$ cat config.mk
export PLATFORM = sky130hd
export DESIGN_NAME = instruction_fetch_unit
export DESIGN_NICKNAME = d
export VERILOG_FILES = /design/src/rtl/instruction_fetch_unit.sv
export SDC_FILE = /design/constraint.sdc
export NUM_CORES = 1
export LEC_CHECK = 0
export ABC_AREA = 1
export BUFFER_PORTS_ARGS = -buffer_cell sky130_fd_sc_hd__buf_2
export CORE_ASPECT_RATIO = 0.6
export CORE_MARGIN = 3
export CORE_UTILIZATION = 55
export CTS_CLUSTER_DIAMETER = 30
export DETAILED_ROUTE_END_ITERATION = 7
export GPL_ROUTABILITY_DRIVEN = 0
export PLACE_DENSITY = 0.85
export REMOVE_ABC_BUFFERS = 1
export SYNTH_ARGS = -nofsm -noshare
export SYNTH_HDL_FRONTEND = slang
export SYNTH_SLANG_ARGS = --single-unit
$ cat constraint.sdc
create_clock -name clk -period 2.5 [get_ports clk]
set_clock_uncertainty 0.1 [all_clocks]
set_input_delay 0.125 -clock clk [delete_from_list [all_inputs] [get_ports clk]]
set_output_delay 0.125 -clock clk [all_outputs]
set_load 0.1 [all_outputs]
$ cat src/rtl/instruction_fetch_unit.sv
// instruction_fetch_unit: fetches 1/2-byte instructions from program memory and issues them over valid/ready
module instruction_fetch_unit #(
    parameter int ADDR_W = 16,
    parameter logic [ADDR_W-1:0] RESET_PC = '0
) (
    input  logic              clk,
    input  logic              rst,
    input  logic              en,
    output logic              mem_req,
    output logic [ADDR_W-1:0] mem_addr,
    input  logic              mem_ack,
    input  logic [7:0]        mem_rdata,
    output logic              instr_valid,
    input  logic              instr_ready,
    output logic [7:0]        instr_opcode,
    output logic [7:0]        instr_operand,
    output logic [ADDR_W-1:0] instr_pc,
    input  logic              redirect_valid,
    input  logic [ADDR_W-1:0] redirect_addr
);
    typedef enum logic [1:0] {IDLE, FETCH_OP, FETCH_ARG, ISSUE} state_t;
    localparam logic [ADDR_W-1:0] ONE = 1;
    state_t            state;
    logic [ADDR_W-1:0] pc;
    logic              two_byte;
    assign two_byte    = mem_rdata inside {8'h08, 8'h09, 8'h10, 8'h11};
    assign mem_req     = state == FETCH_OP || state == FETCH_ARG;
    assign mem_addr    = pc;
    assign instr_valid = state == ISSUE;
    // fetch/issue sequencer; redirect preempts everything but reset and drops any same-cycle ack
    always_ff @(posedge clk) begin
        if (rst) begin
            state         <= IDLE;
            pc            <= RESET_PC;
            instr_opcode  <= '0;
            instr_operand <= '0;
            instr_pc      <= '0;
        end else if (redirect_valid) begin
            pc    <= redirect_addr;
            state <= en ? FETCH_OP : IDLE;
        end else begin
            case (state)
                IDLE: state <= en ? FETCH_OP : IDLE;
                FETCH_OP: if (mem_ack) begin
                    instr_opcode <= mem_rdata;
                    instr_pc     <= pc;
                    pc           <= pc + ONE;
                    if (!two_byte) instr_operand <= '0;
                    state <= two_byte ? FETCH_ARG : ISSUE;
                end
                FETCH_ARG: if (mem_ack) begin
                    instr_operand <= mem_rdata;
                    pc            <= pc + ONE;
                    state         <= ISSUE;
                end
                default: if (instr_ready) state <= en ? FETCH_OP : IDLE;
            endcase
        end
    end
endmodule
==> results.toml <==
[outcome]
outcome = "completed"

[cells_and_area]
fin_nets = 484
diodes = 0
seq_area_um2 = 1001
drive_above_1_share = 0.2200
multiInputGateArea_um2 = 1195
area_delta_synth_final_pct = 20.37
final_cell_area_um2 = 3032
fill_cells = 382

[timing]
slew_headroom = 0.6590
max_freq_mhz = 507.0
setup_ws_ns = 0.5277
fin_crit_ns = 1.972
tightest_slew_ns = 0.5096
finalSetupTns_ns = 0
finalCritPeriodShare = 0.7889
rsz0062_at_grt = "false"
slew_violations = 0
setup_viol = 0
hold_viol = 0

[setup_path]
startpoint_type = "register"
r2r-end = "mem_addr[5]$_SDFFE_PP0P_"
critical_path_buf_inv_count = 3
crit_family = "compound AO/OA/AOI/OAI gates"
critPathMaxStageDelay_ns = 0.44
r2r_start = "state[0]$_SDFFE_PP0P_"
critPathRequiredTime_ns = 2.64
r2r_cells = 8
crit_arrival_ns = 2.11
worstPathCellList = "inv_1 -> ha_1 -> inv_2 -> o21ai_4 -> inv_4 -> nor2_1 -> o21ai_0 -> a21oi_1"
slowest_stage = "o21ai_4"
setup.worst_path.end_class = "register"
critical_path_class = "reg2reg"
crit_fanout = 19
reg2reg_slack_ns = 0.53

[die]
start_util = 0.5917
die_w_um = 93.37
core_region_area_um2 = 4257
die_y_um = 58.42
fp-row-count = 18
die_area_um2 = 5454
io-pin-count = 80

[drt]
drt_iter0_drc = 207
met3_wirelength_um = 581
drt-pass1-iter-count = 5
vias = 2633
drc = 0
avgRoutedWirePerCell_um = 12.63
routed.top_layer = "met4"
drt-vias-per-instance = 5.163
wl_met2_mm = 2.771
met1_length_mm = 3.038
drtAntennaViolNets = 0
drt_wl_total_mm = 6.442

[clock_tree]
clkTransAtPathRegs_ns = 0.09
clock-root-buffer = "clkbuf_8"
post_cts_resized = 0
cts.sinks = 50
htreeDepth = 2
ctsHoldBuffers = 1
clock_path_buffers = 2
post-cts-setup-buffer-count = 0
cts_tree = "built"
cts_buffers = 5
clk_latency_ns = 0.30

[global_route]
grt_overflow = 0
grtUsageTotal = 0.2378
grt_pass1_wl_mm = 10.40
grt_pass1_vias = 2323
antenna_found_initial = 0
grt_max_degree = 34

[worst_hold_path]
hold_class = "in2reg"
hold_depth = 3
min_from = "redirect_addr[0]"
hold_path_end = "mem_addr[0]$_SDFFE_PP0P_"

[place]
post_dp_cell_area_um2 = 2908
portBuffers = 79
hpwlAfterDp_mm = 4.712
dp_slack_ns = 0.5700

[pwr]
ir_drop_v = 0.0003412
power_w = 0.002136
power.density_nw_per_um2 = 704.5
power.leakage_nw = 1.420

[synth]
synth_cells = 376
synthesis.area_um2 = 2519
netlist-cell-type-count = 29
ys_seq_area_frac = 0.3974
yosys_warnings = 0
synth.ff_latch_count = 50
avgSynthCellArea_um2 = 6.699

[run]
cap_violations = 0
-- cell usage after synthesis --
master | number | area share
nor3_1 | 1 | 0.0020
inv_2 | 3 | 0.0045
dfxtp_1 | 50 | 0.40
o21ai_4 | 1 | 0.0065
ha_1 | 5 | 0.025
buf_6 | 3 | 0.013
nand2_1 | 72 | 0.11
a211oi_1 | 1 | 0.0030
a221oi_1 | 1 | 0.0035
nor3_2 | 1 | 0.0040
a31oi_1 | 1 | 0.0025
inv_4 | 2 | 0.0050
a21oi_1 | 43 | 0.085
buf_4 | 3 | 0.0089
inv_1 | 52 | 0.077
nand4_1 | 3 | 0.0075
nand2_2 | 1 | 0.0025
or2_2 | 1 | 0.0025
xor2_1 | 3 | 0.010
o31ai_1 | 2 | 0.0060
clkbuf_1 | 5 | 0.0075
nor2_1 | 51 | 0.076
or2_0 | 1 | 0.0025
buf_1 | 1 | 0.0015
nand3b_1 | 1 | 0.0030
o21ai_1 | 3 | 0.0060
o21ai_0 | 46 | 0.091
buf_2 | 5 | 0.0099
nand3_1 | 14 | 0.028
-- stage by stage --
step	cells	hold WS (ns)	util
floorplan	359	0.09407	-
global placement	501	0.3134	0.6831
detailed placement	501	0.3100	0.6831
CTS	510	0.004891	0.7122
global route	510	0.01285	0.7122
finish	510	0.006565	0.7122
-- metal layers --
metal | up-vias | track usage
met5 | - | 0
met4 | 0 | 0.06681
met3 | 6 | 0.05109
met2 | 121 | 0.3557
met1 | 1171 | 0.3471
li1 | 1335 | -
-- layout by cell type, fill, tap and decap left out --
| cell | Yosys | routed |
|---|---|---|
| o31ai_1 | 2 | 2 |
| dlygate4sd3_1 | 0 | 1 |
| inv_1 | 52 | 52 |
| a221oi_1 | 1 | 1 |
| nand2_1 | 72 | 72 |
| bufinv_16 | 0 | 1 |
| nand2_2 | 1 | 1 |
| buf_4 | 3 | 3 |
| xor2_1 | 3 | 3 |
| nand4_1 | 3 | 3 |
| nand3_1 | 14 | 14 |
| a31oi_1 | 1 | 1 |
| or2_0 | 1 | 1 |
| o21ai_0 | 46 | 46 |
| nor3_2 | 1 | 1 |
| nand3b_1 | 1 | 1 |
| clkbuf_8 | 0 | 5 |
| buf_2 | 5 | 79 |
| inv_4 | 2 | 2 |
| inv_2 | 3 | 3 |
| clkinvlp_4 | 0 | 2 |
| o21ai_1 | 3 | 3 |
| or2_2 | 1 | 1 |
| a211oi_1 | 1 | 1 |
| nor3_1 | 1 | 1 |
| a21oi_1 | 43 | 43 |
| o21ai_4 | 1 | 1 |
| dfxtp_1 | 50 | 50 |
| ha_1 | 5 | 5 |
| nor2_1 | 51 | 51 |
-- worst reg2reg max path: cells and delay by family, from the launching register on --
kind	cells	cell delay, ns
AO/OA/AOI/OAI	3	0.68
adder cells (fa/ha/maj)	1	0.32
flip-flops	1	0.38
AND/OR/NAND/NOR	1	0.12
buffers and inverters	3	0.31
-- how the worst max path moves through the flow --
stage | startpoint | to | depth (start not counted)
4_1_cts | state[0]$_SDFFE_PP0P_ | mem_addr[5]$_SDFFE_PP0P_ | 8
3_5_place_dp | state[0]$_SDFFE_PP0P_ | mem_addr[5]$_SDFFE_PP0P_ | 8
3_3_place_gp | state[1]$_SDFFE_PP0P_ | mem_addr[5]$_SDFFE_PP0P_ | 8
6_report | state[0]$_SDFFE_PP0P_ | mem_addr[5]$_SDFFE_PP0P_ | 8
2_1_floorplan | state[1]$_SDFFE_PP0P_ | mem_addr[2]$_SDFFE_PP0P_ | 6
5_1_grt | state[0]$_SDFFE_PP0P_ | mem_addr[5]$_SDFFE_PP0P_ | 8
-- final cells by class --
class                           count  area share
Multi-Input combinational cell    252      0.3941
Sequential cell                    50      0.3302
Timing Repair Buffer               83      0.1411
Inverter                           57     0.07222
Tap cell                           60     0.02476
Clock buffer                        5     0.02270
Clock inverter                      3     0.01486
-- flip-flops by register name, indices dropped and copies added, names as in the netlist --
register       flops
instr_opcode       8
instr_operand      8
instr_pc          16
mem_addr          16
state              2
-- power by group --
group / switching [W] / internal, W / leakage (nW)
Sequential: 0.0000491 / 0.000848 / 0.408
Clock: 0.000276 / 0.000298 / 0.0504
Combinational: 0.000543 / 0.000122 / 0.961
Total: 0.000868 / 0.00127 / 1.42
-- cells by family after synthesis --
family / synth area share
and+or+nand+nor: 0.2350
AOI/OAI and AO/OA: 0.2042
buffers and inverters: 0.1282
DFF: 0.3974
adders and majority gates: 0.02484
xor gates and xnor gates: 0.01043
Power figures use the tool's default switching activity.
